**src/rtl/fc8_input_ctrl_pkg.sv**
```systemverilog
// Shared register map and CTRL bit positions for the FC8 gamepad input controller.
`timescale 1ns/1ps
package fc8_input_ctrl_pkg;

  localparam logic [2:0] FC8_INPUT_PAD1   = 3'd0;
  localparam logic [2:0] FC8_INPUT_PAD2   = 3'd1;
  localparam logic [2:0] FC8_INPUT_PRESS1 = 3'd2;
  localparam logic [2:0] FC8_INPUT_PRESS2 = 3'd3;
  localparam logic [2:0] FC8_INPUT_CTRL   = 3'd4;

  localparam int FC8_INPUT_AUTO_EN = 0;
  localparam int FC8_INPUT_IRQ_EN  = 1;
  localparam int FC8_INPUT_BUSY    = 2;
  localparam int FC8_INPUT_START   = 7;

  // START is a strobe and always reads back as 0
  function automatic logic [7:0] ctrl_rd(input logic auto_en, input logic irq_en,
                                         input logic busy);
    logic [7:0] v;
    v = 8'h00;
    v[FC8_INPUT_AUTO_EN] = auto_en;
    v[FC8_INPUT_IRQ_EN]  = irq_en;
    v[FC8_INPUT_BUSY]    = busy;
    return v;
  endfunction

endpackage

```
**src/rtl/fc8_input_ctrl_sync2.sv**
```systemverilog
// Two-flop synchronizer for an asynchronous 1-bit pad data line.
`timescale 1ns/1ps
module fc8_sync2 (
  input  logic clk,
  input  logic rst,
  input  logic d,
  output logic q
);
  logic [1:0] ff;

  always_ff @(posedge clk) begin
    if (rst) ff <= 2'b00;
    else     ff <= {ff[0], d};
  end

  assign q = ff[1];
endmodule

```
**src/rtl/fc8_input_ctrl.sv**
```systemverilog
// Two-pad serial gamepad poller: latch/clock sequencer, button/press registers,
// CPU register interface and press interrupt.
`timescale 1ns/1ps
module fc8_input_ctrl
  import fc8_input_ctrl_pkg::*;
#(
  parameter int HALF_BIT = 48
) (
  input  logic       clk,
  input  logic       rst,
  input  logic       new_frame_in,
  input  logic       reg_cs,
  input  logic       reg_wr_en,
  input  logic [2:0] reg_addr,
  input  logic [7:0] reg_data_in,
  output logic [7:0] reg_data_out,
  output logic       pad_latch,
  output logic       pad_clk,
  input  logic       pad1_data_n,
  input  logic       pad2_data_n,
  output logic       irq_pending_out
);

  localparam int CW = $clog2(2 * HALF_BIT);
  localparam logic [CW-1:0] LATCH_LAST = CW'(2 * HALF_BIT - 1);
  localparam logic [CW-1:0] HALF_LAST  = CW'(HALF_BIT - 1);

  typedef enum logic [2:0] {
    ST_IDLE  = 3'd0,
    ST_LATCH = 3'd1,
    ST_LOW   = 3'd2,
    ST_HIGH  = 3'd3,
    ST_DONE  = 3'd4
  } state_e;

  state_e          state_q, state_d;
  logic [CW-1:0]   cnt_q;
  logic [2:0]      idx_q;
  logic [7:0]      shadow1_q, shadow2_q;
  logic [7:0]      pad1_q, pad2_q, press1_q, press2_q;
  logic            auto_en_q, irq_en_q, nf_q, irq_q;
  logic            pad_latch_q, pad_clk_q;
  logic [7:0]      rdata_q, rdata_d;
  logic            d1_s, d2_s;
  logic            wr_hit, rd_hit, start, nf_rise, trig, sample, done, busy;
  logic [7:0]      clr1, clr2, set1, set2;

  fc8_sync2 u_sync_pad1 (.clk(clk), .rst(rst), .d(pad1_data_n), .q(d1_s));
  fc8_sync2 u_sync_pad2 (.clk(clk), .rst(rst), .d(pad2_data_n), .q(d2_s));

  assign wr_hit  = reg_cs & reg_wr_en;
  assign rd_hit  = reg_cs & ~reg_wr_en;
  assign start   = wr_hit && (reg_addr == FC8_INPUT_CTRL) && reg_data_in[FC8_INPUT_START];
  assign nf_rise = new_frame_in & ~nf_q & auto_en_q;
  assign trig    = start | nf_rise;
  assign done    = (state_q == ST_DONE);
  assign busy    = (state_q != ST_IDLE);

  always_comb begin
    state_d = state_q;
    sample  = 1'b0;
    case (state_q)
      ST_IDLE:  if (trig) state_d = ST_LATCH;
      ST_LATCH: if (cnt_q == LATCH_LAST) state_d = ST_LOW;
      ST_LOW:   if (cnt_q == HALF_LAST) begin
                  sample  = 1'b1;
                  state_d = ST_HIGH;
                end
      ST_HIGH:  if (cnt_q == HALF_LAST) state_d = (idx_q == 3'd7) ? ST_DONE : ST_LOW;
      ST_DONE:  state_d = ST_IDLE;
      default:  state_d = ST_IDLE;
    endcase
  end

  // DONE compares against the old PADn, so new presses are edges, not levels
  always_comb begin
    clr1 = (wr_hit && reg_addr == FC8_INPUT_PRESS1) ? reg_data_in : 8'h00;
    clr2 = (wr_hit && reg_addr == FC8_INPUT_PRESS2) ? reg_data_in : 8'h00;
    set1 = done ? (shadow1_q & ~pad1_q) : 8'h00;
    set2 = done ? (shadow2_q & ~pad2_q) : 8'h00;
  end

  always_comb begin
    rdata_d = 8'h00;
    case (reg_addr)
      FC8_INPUT_PAD1:   rdata_d = pad1_q;
      FC8_INPUT_PAD2:   rdata_d = pad2_q;
      FC8_INPUT_PRESS1: rdata_d = press1_q;
      FC8_INPUT_PRESS2: rdata_d = press2_q;
      FC8_INPUT_CTRL:   rdata_d = ctrl_rd(auto_en_q, irq_en_q, busy);
      default:          rdata_d = 8'h00;
    endcase
  end

  always_ff @(posedge clk) begin
    if (rst) begin
      state_q     <= ST_IDLE;
      cnt_q       <= '0;
      idx_q       <= 3'd0;
      shadow1_q   <= 8'h00;
      shadow2_q   <= 8'h00;
      pad1_q      <= 8'h00;
      pad2_q      <= 8'h00;
      press1_q    <= 8'h00;
      press2_q    <= 8'h00;
      auto_en_q   <= 1'b0;
      irq_en_q    <= 1'b0;
      nf_q        <= 1'b0;
      irq_q       <= 1'b0;
      pad_latch_q <= 1'b0;
      pad_clk_q   <= 1'b0;
      rdata_q     <= 8'h00;
    end else begin
      state_q <= state_d;
      cnt_q   <= (state_d != state_q || state_q == ST_IDLE) ? '0 : cnt_q + CW'(1);

      if (state_q == ST_LATCH)                         idx_q <= 3'd0;
      else if (state_q == ST_HIGH && cnt_q == HALF_LAST) idx_q <= idx_q + 3'd1;

      if (sample) begin
        shadow1_q[idx_q] <= ~d1_s;
        shadow2_q[idx_q] <= ~d2_s;
      end

      if (done) begin
        pad1_q <= shadow1_q;
        pad2_q <= shadow2_q;
      end
      press1_q <= (press1_q & ~clr1) | set1;
      press2_q <= (press2_q & ~clr2) | set2;

      if (wr_hit && reg_addr == FC8_INPUT_CTRL) begin
        auto_en_q <= reg_data_in[FC8_INPUT_AUTO_EN];
        irq_en_q  <= reg_data_in[FC8_INPUT_IRQ_EN];
      end

      nf_q  <= new_frame_in;
      irq_q <= irq_en_q & ((|press1_q) | (|press2_q));

      // Pad lines come from flops keyed on the next state so they never glitch
      pad_latch_q <= (state_d == ST_LATCH);
      pad_clk_q   <= (state_d == ST_HIGH);

      if (rd_hit) rdata_q <= rdata_d;
    end
  end

  assign reg_data_out    = rdata_q;
  assign pad_latch       = pad_latch_q;
  assign pad_clk         = pad_clk_q;
  assign irq_pending_out = irq_q;

endmodule
```
**config.mk**
```make
export PLATFORM = sky130hd
export DESIGN_NAME = fc8_input_ctrl
export DESIGN_NICKNAME = d
export VERILOG_FILES = /design/src/rtl/fc8_input_ctrl_pkg.sv /design/src/rtl/fc8_input_ctrl_sync2.sv /design/src/rtl/fc8_input_ctrl.sv
export SDC_FILE = /design/constraint.sdc
export NUM_CORES = 1
export LEC_CHECK = 0
export BUFFER_PORTS_ARGS = -buffer_cell sky130_fd_sc_hd__buf_2
export CAP_MARGIN = 20
export CORE_MARGIN = 8
export CORE_UTILIZATION = 53
export DETAILED_ROUTE_END_ITERATION = 8
export PLACE_DENSITY_LB_ADDON = 0.05
export SLEW_MARGIN = 5
export SYNTH_ARGS = -nofsm -noshare
export SYNTH_HDL_FRONTEND = slang
export SYNTH_SLANG_ARGS = --single-unit
```
**constraint.sdc**
```tcl
create_clock -name clk -period 1.65 [get_ports clk]
set_input_delay 0.165 -clock clk [delete_from_list [all_inputs] [get_ports clk]]
set_output_delay 0.165 -clock clk [all_outputs]
set_load 0.03 [all_outputs]
```
; ---- Word-level counts from Yosys, hierarchy flattened
; Index checks and enable logic that the tools add are counted.
[op_classes]
add_sub_neg = 2
n_lt_le_gt_ge = 2
eq_ne = 14
mux = 17
bitwise = 21
n_reduce_logical = 14
[ops]
columns = operator, n
row1 = $pmux 8 s5, 1
row2 = $and 8x8->8, 4
row3 = $mux 8, 4
row4 = $not 8->8, 4
row5 = $bwmux 8, 2
row6 = $or 8x8->8, 2
row7 = $reduce_or 8->1, 2
row8 = $eq 3x2->1 const B, 5
row9 = $mux 3, 5
row10 = $pmux 3 s4, 1
row11 = $eq 3x1->1 const B, 3
row12 = $eq 3x3->1 const B, 3
row13 = $add 7x1->7 const B, 1
row14 = $eq 7x6->1 const B, 1
row15 = $eq 7x7->1 const B, 1
row16 = $logic_and 1x1->1, 6
row17 = $logic_not 3->1, 2
row18 = $and 1x1->1, 5
row19 = $lt 3x4->1 const B, 1
row20 = $not 1->1, 4
row21 = $reduce_or 2->1, 2
row22 = $add 3x1->3 const B, 1
row23 = $demux 1 s3, 1
row24 = $ge 3x1->1 const B, 1
row25 = other kinds (5), 8
[totals]
register_bits = 79
input_bits = 18
output_inout_bits = 11
word_cells = 88

; ---- Depth between registers and ports, before layout
; Gate-level depths: netlist of run 1.
[logic_depth]
word_depth = 9
ltp_mapped = 6
ltp_nobuf = 6

; ---- Hierarchy
; Synthesis of run 1 repeated with hierarchy kept, for this count alone.
[unflattened]
hier_cells = 373
area_unflattened_um2 = 3588.4
[by_module_without_submodules]
columns = module, instances, cells_each, area_per_inst_um2, seq_area_each_um2
row1 = fc8_input_ctrl, 1, 365, 3483.3, 1501.4
row2 = fc8_sync2, 2, 4, 52.6, 40.0

; ---- Least setup slack after synthesis of run 1
; No wires, ideal clock.
[synth_timing]
kind = register to register
start = register cnt_q[0]
end = register pad_latch_q, in the netlist pad_latch
setup_ns = 0.070
arrival_time_ns = 1.514
t_required_ns = 1.580
setup_slack_ns = 0.066
stages_incl_launch_ff = 7
n_path_buf = 1
period_less_slack_ns = 1.584
cell_sequence = dfxtp_1 -> ha_1 -> and3_1 -> buf_2 -> and3_1 -> or4_1 -> a21oi_1
[synth_via]
elab_chain_len = 4
elab_cells_between_ends = 7
classes_between = eq/ne (3) / mux (4)
[synth_lines]
columns = element, line
row1 = from (decl), fc8_input_ctrl.sv:37  ; logic [CW-1:0] cnt_q;
row2 = from (signal assigned), fc8_input_ctrl.sv:115  ; cnt_q <= (state_d != state_q || state_q == ST_IDLE) ? '0 : cnt_q + CW'(1);
row3 = $eq 7x6->1 / $eq 7x7->1 (equally long branches), "fc8_input_ctrl.sv:65, fc8_input_ctrl.sv:69, fc8_input_ctrl.sv:64"
row4 = $mux 3 (on tied branches), "fc8_input_ctrl.sv:69, fc8_input_ctrl.sv:64, fc8_input_ctrl.sv:65"
row5 = $pmux 3 s4 *, fc8_input_ctrl.sv:62  ; case (state_q)
row6 = $eq 3x1->1 *, fc8_input_ctrl.sv:141  ; pad_latch_q <= (state_d == ST_LATCH);
row7 = to (signal assigned), fc8_input_ctrl.sv:141
row8 = to (decl), fc8_input_ctrl.sv:42  ; logic pad_latch_q, pad_clk_q;
; Mark *: on every way between the ends. The rest lies on a longest branch, timed or not.
; A chain may end at the register's enable or synchronous reset.

; ---- Worst setup path after layout of run 1
[layout_timing]
start = register cnt_q[4]
end = register cnt_q[6]
[layout_via]
elab_chain_len = 6
elab_cells_between_ends = 10
classes_between = add/sub (1) / eq/ne (3) / mux (4) / reduce/logical (2)
[layout_lines]
columns = element, line
row1 = $eq 7x6->1 / $eq 7x7->1 (equally long branches), "fc8_input_ctrl.sv:65, fc8_input_ctrl.sv:69, fc8_input_ctrl.sv:64"
row2 = $mux 3 (on tied branches), "fc8_input_ctrl.sv:69, fc8_input_ctrl.sv:64, fc8_input_ctrl.sv:65"
row3 = $pmux 3 s4, fc8_input_ctrl.sv:62
row4 = $ne 3x3->1, fc8_input_ctrl.sv:115
row5 = $logic_or 1x1->1, fc8_input_ctrl.sv:115
row6 = $reduce_or 2->1 (no source line), -
; Parallel ways exist; a longest one is shown, timed or not.

==> results of run 1 <==
worst max-delay path by stage:
stage | start | endpoint | slack, ns
after detailed placement | cnt_q[0] | shadow1_q[7] | -0.05
after global routing | cnt_q[0] | shadow2_q[2] | 0.02
after global placement | cnt_q[0] | shadow1_q[5] | 0.04
final | cnt_q[4] | cnt_q[6] | 0.11
after CTS | cnt_q[0] | shadow2_q[2] | 0.01
after floorplan | cnt_q[0] | pad_latch | 0.07
stage by stage:
step / cell area [sq um] / hold slack (ns)
2_1_floorplan: 3520 / 0.293
3_3_place_gp: 3740 / 0.379
3_5_place_dp: 3740 / 0.382
4_1_cts: 3940 / 0.00553
5_1_grt: 3990 / 0.0140
6_report: 3990 / 0.0221
kinds of logic after synthesis:
| family | after synthesis | share of synthesized area, % |
|---|---|---|
| flip-flops | 79 | 44.9 |
| buffers and inverters | 37 | 5.47 |
| XOR/XNOR | 6 | 1.49 |
| multiplexers | 12 | 5.54 |
| AND/OR/NAND/NOR | 137 | 22.2 |
| AO/OA/AOI/OAI | 108 | 19.4 |
| adder cells (fa/ha/maj) | 3 | 1.07 |
sequential cells by signal, indices dropped and copies added (netlist names):
register         count
pad_latch            1
shadow2_q            8
pad2_q               8
irq_en_q             1
cnt_q                7
pad_clk              1
press1_q             8
pad1_q               8
nf_q                 1
state_q              3
press2_q             8
u_sync_pad2.ff       2
irq_pending_out      1
reg_data_out         8
shadow1_q            8
u_sync_pad1.ff       2
idx_q                3
auto_en_q            1
area by class of cell:
class                           instances  area share, %
Clock buffer                           10           3.20
Multi-Input combinational cell        266           44.7
Sequential cell                        79           39.7
Clock inverter                          6           1.76
Timing Repair Buffer                   45           7.00
Tap cell                               77           2.42
Inverter                               13           1.22
report_power, final:
part / total (uW) / leakage, uW / internal (uW) / switching [uW]
Combinational: 133 / 0.000731 / 47.3 / 85.8
Clock: 1430 / 0.0000891 / 707 / 721
Sequential: 1920 / 0.000637 / 1910 / 9.41
Total: 3480 / 0.00146 / 2670 / 816
layer usage:
layer,up-vias,share of wire [%],global-route usage (%)
li1,1434,-,-
met1,1327,49,21.1
met2,61,45,27.0
met3,9,4.6,4.34
met4,0,1.5,6.41
met5,-,0,0
cell usage in the layout (no fill, tap or decap), types with 13 or more instances in the layout:
cell type and count:
buf_4 14, o21ai_0 21, dfxtp_1 79, nand2_1 38, a21oi_1 52, nor2_1 22
buf_2 28, nand3b_1 21, inv_1 13
what timing repair did:
action | in CTS | in global routing
pin swaps | 0 | 5
resized for setup | 2 | 8
buffers inserted | 0 | 1
setup endpoints to repair | 8 | 24
endpoints found under the hold margin | 0 | 0
==> results.py, run 1 <==
metrics = {
    "setup_path": {
        "r2r_cells": 4,
        "crit_path_max_fanout": 2,
        "slowest_stage": "or4_4",
        "reg2reg_from": "cnt_q[4]",
        "startpoint_type": "flop",
        "crit_chain": "or3b_4 -> or4_4 -> o211ai_2 -> nor2_1",
        "cp_top_family": "simple AND/OR/NAND/NOR gates",
        "worstPathRequired_ns": 1.89,
        "reg2reg_setup_slack_ns": 0.11,
        "max_stage_delay_ns": 0.53,
        "path_buf_inv": 0,
        "timing.critical_path.to_type": "flop",
        "crit_cells": 4,
        "arrival_ns": 1.78,
        "critPathKind": "flop to flop",
        "reg2reg_to": "cnt_q[6]",
    },
    "timing": {
        "totalNegativeSetupSlack_ns": 0,
        "slew-limit-headroom_pct": 57.7,
        "setup_viol": 0,
        "clock.fmax_ghz": 0.650,
        "rsz0062_at_grt": "no",
        "final-hold-violation-count": 0,
        "maxSlewViolCount": 0,
        "period_minus_slack_ns": 1.54,
        "fin_crit_sh_pct": 93.2,
        "clock_skew_ns": 0.00626,
        "fin_ws_ns": 0.113,
        "worstMarginPinSlew_ns": 0.633,
    },
    "layout": {
        "area_delta_synth_final_pct": 13.1,
        "diodes": 0,
        "drive_gt1_share_pct": 21.7,
        "multiInputGateArea_sq_um": 1780,
        "fin_cells": 496,
        "nFillCells": 571,
        "regArea_sq_um": 1580,
        "nets": 435,
        "fin_util_pct": 62.4,
    },
    "drt": {
        "drt.antenna.violating_nets": 0,
        "wl_per_cell_um": 15.7,
        "drc": 0,
        "routed_wl_um": 7760,
        "via_count": 2831,
        "drt_iter0_drc": 153,
        "via_per_inst": 5.71,
        "drt-pass1-iter-count": 4,
    },
    "logic_synthesis": {
        "synth_top_area_cell": "dfxtp_1",
        "ys_seq_area_share_pct": 44.9,
        "yosysMostFrequentCell": "dfxtp_1",
        "avgSynthCellArea_sq_um": 9.22,
        "netlist_area_sq_um": 3520,
        "syn_nets": 403,
        "synth_cell_types": 53,
        "synth_ff_type": "dfxtp_1",
        "netlist.area_leader.share_pct": 44.9,
        "yosysWarnings": 0,
        "synth_common_cells": "dfxtp_1 (79), a21oi_1 (52), nand2_1 (38), nor2_1 (22)",
        "synthCells": 382,
        "async_flop_share_pct": 0,
        "synth_edf_count": 0,
        "synthTopCellsByArea": "dfxtp_1 (45%), a21oi_1 (7.4%), nand3b_1 (4.5%)",
        "synth_seq_cells": 79,
    },
    "floorplan": {
        "die_w_um": 97.5,
        "num_io_pins": 29,
        "rows": 29,
        "die_y_um": 97.5,
        "core_sq_um": 6390,
        "initial_core_util_pct": 55.2,
        "dieArea_sq_um": 9510,
    },
    "clock_network": {
        "path_clk_slew_ns": 0.08,
        "cts_buffers": 9,
        "worstSkewPairLatency_ns": 0.35,
        "cts_max_path_buffers": 2,
        "cts_num_sinks": 79,
        "cts_hold_buffers": 0,
        "cts_tree": "yes",
        "cts_root_buf": "clkbuf_8",
        "cts_htree_levels": 3,
    },
    "placed_design": {
        "hpwl_um": 5500,
        "portBuffers": 28,
        "placed_cells": 479,
        "pre_cts_ws_ns": -0.0456,
        "gp_congestion": 0.763,
    },
    "power_and_ir_drop": {
        "p_leak_uw": 0.00146,
        "power_density_nw_per_um2": 874,
        "vdd_ir_drop_max_mv": 0.640,
        "fin_total_pwr_uw": 3480,
    },
    "global_routing": {
        "antenna_found_initial": 0,
        "grt-ovfl-total": 0,
        "grt_pass1_wl_um": 13300,
        "grt_max_degree": 33,
        "grt_pass1_vias": 2723,
        "grt_use_total_pct": 16.8,
    },
    "min_path": {
        "hp-class": "input port to flop",
        "min_to": "u_sync_pad2.ff[0]",
        "min_from": "pad2_data_n",
        "min_path_cells": 2,
    },
    "status": {
        "outcome": "completed",
    },
    "run": {
        "max-cap-violations": 0,
    },
}
No activity file was read; power rests on OpenSTA's default activity.
==> run 2: changes to the inputs <==
--- a/config.mk
+++ b/config.mk
@@ -10,7 +10,7 @@
 export CORE_MARGIN = 8
 export CORE_UTILIZATION = 53
 export DETAILED_ROUTE_END_ITERATION = 8
-export PLACE_DENSITY_LB_ADDON = 0.05
+export PLACE_DENSITY = 0.78
 export SLEW_MARGIN = 5
 export SYNTH_ARGS = -nofsm -noshare
 export SYNTH_HDL_FRONTEND = slang
==> run 2 against run 1 <==
  * First-iteration DRC count decreased by 10%
  * Global-route usage decreased by 0.089 points
  * Sequential share of layout area about the same
  * Setup slack got worse by 0.032 ns
  * Clock skew increased by 0.0046 ns
  * Clock-buffer cell count increased by 1
  * Clock power increased by 7%
  * Combinational power about the same
  * Via count increased by 1.3%
  * Maximum frequency decreased by 2.1%
  * Critical path type unchanged
  * Largest power group unchanged
==> results.py, run 2 (synthesis gave the netlist of run 1 again) <==
metrics = {
    "status": {
        "outcome": "completed",
    },
    "floorplan": {
        "core_sq_um": 6390,
        "die_y_um": 97.5,
        "rows": 29,
        "num_io_pins": 29,
        "initial_core_util_pct": 55.2,
        "dieArea_sq_um": 9510,
        "die_w_um": 97.5,
    },
    "placed_design": {
        "place_area_sq_um": 3740,
        "hpwl_um": 5440,
        "gp_congestion": 0.847,
        "pre_cts_ws_ns": -0.132,
        "portBuffers": 28,
    },
    "drt": {
        "wl_per_cell_um": 15.6,
        "via_count": 2867,
        "via_per_inst": 5.78,
        "drc": 0,
        "drt_iter0_drc": 137,
        "drt.antenna.violating_nets": 0,
        "drt-pass1-iter-count": 4,
        "routed_wl_um": 7750,
    },
    "layout": {
        "area_delta_synth_final_pct": 13.3,
        "nFillCells": 535,
        "diodes": 0,
        "drive_gt1_share_pct": 22.2,
        "final_cell_area_sq_um": 3990,
        "fin_util_pct": 62.5,
        "final_cell_mix": "dfxtp_1 (78), a21oi_1 (52), nand2_1 (38)",
        "final_common_cell": "dfxtp_1",
        "nets": 435,
    },
    "power_and_ir_drop": {
        "p_leak_uw": 0.00147,
        "power_density_nw_per_um2": 898,
        "fin_total_pwr_uw": 3580,
        "vdd_ir_drop_max_mv": 0.527,
    },
    "timing": {
        "period_minus_slack_ns": 1.57,
        "slew-limit-headroom_pct": 66.5,
        "setup_viol": 0,
        "fin_ws_ns": 0.0801,
        "final-hold-violation-count": 0,
        "fin_crit_sh_pct": 95.1,
        "maxSlewViolCount": 0,
        "whs_ns": 0.0188,
        "clock.fmax_ghz": 0.637,
        "worstMarginPinSlew_ns": 0.498,
        "clock_skew_ns": 0.0108,
    },
    "clock_network": {
        "cts_htree_levels": 3,
        "cts_num_sinks": 79,
        "cts_max_path_buffers": 2,
        "worstSkewPairLatency_ns": 0.36,
        "post_cts_buffers": 0,
        "cts_buffers": 9,
        "cts_tree": "yes",
        "cts_root_buf": "clkbuf_8",
        "cts_hold_buffers": 0,
        "path_clk_slew_ns": 0.08,
    },
    "min_path": {
        "hp-class": "input port to flop",
        "min_from": "pad2_data_n",
    },
    "setup_path": {
        "arrival_ns": 1.85,
        "reg2reg_from": "cnt_q[1]",
        "cp-startpoint": "cnt_q[1]",
        "critPathKind": "flop to flop",
        "worstPathRequired_ns": 1.93,
        "timing.critical_path.to_type": "flop",
        "startpoint_type": "flop",
        "crit_path_max_fanout": 9,
    },
    "global_routing": {
        "grt_pass1_wl_um": 13300,
        "grt_use_total_pct": 16.8,
        "grt_pass1_vias": 2777,
        "antenna_found_initial": 0,
        "grt_max_degree": 33,
        "grt-ovfl-total": 0,
    },
    "run": {
        "max-cap-violations": 0,
    },
}
run 2: cell count changes in the layout (fill, tap and decap cells not counted), sizes merged:
cell	change
clkinv	+2
clkbuf	+1
clkinvlp	-3
run 2: path summary, 6_finish.rpt:
| check | to | slack (ns) | depth (start not counted) |
|---|---|---|---|
| min | u_sync_pad2.ff[0] | 0.02 | 2 |
| max | state_q[0] | 0.08 | 6 |
| max reg2reg | state_q[0] | 0.08 | 6 |
| min reg2reg | u_sync_pad1.ff[1] | 0.44 | 1 |
run 2: final cells by class:
cell class | count | area [sq um] | share of cell area [%]
flip-flops and latches | 79 | 1580 | 39.6
inverters | 13 | 48.8 | 1.22
clock buffers | 11 | 151 | 3.79
repair buffers | 45 | 268 | 6.71
multi-input cells | 266 | 1780 | 44.6
well taps | 77 | 96.3 | 2.41
clock inverters | 5 | 65.1 | 1.63
run 2: repair_timing:
item                       4_1_cts  5_1_grt
setup endpoints to repair       12       24
hold endpoints to repair         0        0
pin swaps                        0        1
gates resized for setup          3        6
run 2: where the power goes:
part / total, uW / switching [uW] / internal [uW]
registers: 1920 / 9.56 / 1910
clock network: 1530 / 733 / 795
logic: 133 / 85.7 / 47.2
total: 3580 / 829 / 2760
run 2: layer usage:
| metal | wire, um | track usage, % | vias to the layer above |
|---|---|---|---|
| met1 | 3480 | 20.2 | 1345 |
| met3 | 408 | 4.34 | 17 |
| met4 | 224 | 9.09 | 0 |
| met2 | 3640 | 26.5 | 71 |
| met5 | 0 | 0 | - |
| li1 | - | - | 1434 |
run 2: metrics by stage:
stage | std cells | TNS, ns
finish | 496 | 0
detailed placement | 480 | -0.924
global route | 496 | -0.00753
floorplan | 382 | 0
global placement | 480 | -0.0248
CTS | 496 | -0.00243
run 2: worst max-delay path: stages, from the launching register on:
cell      delay, ns
dfxtp_1        0.39
ha_4           0.17
and3_4         0.24
buf_4          0.14
a41oi_1        0.11
a221o_1        0.30
a21boi_0       0.16
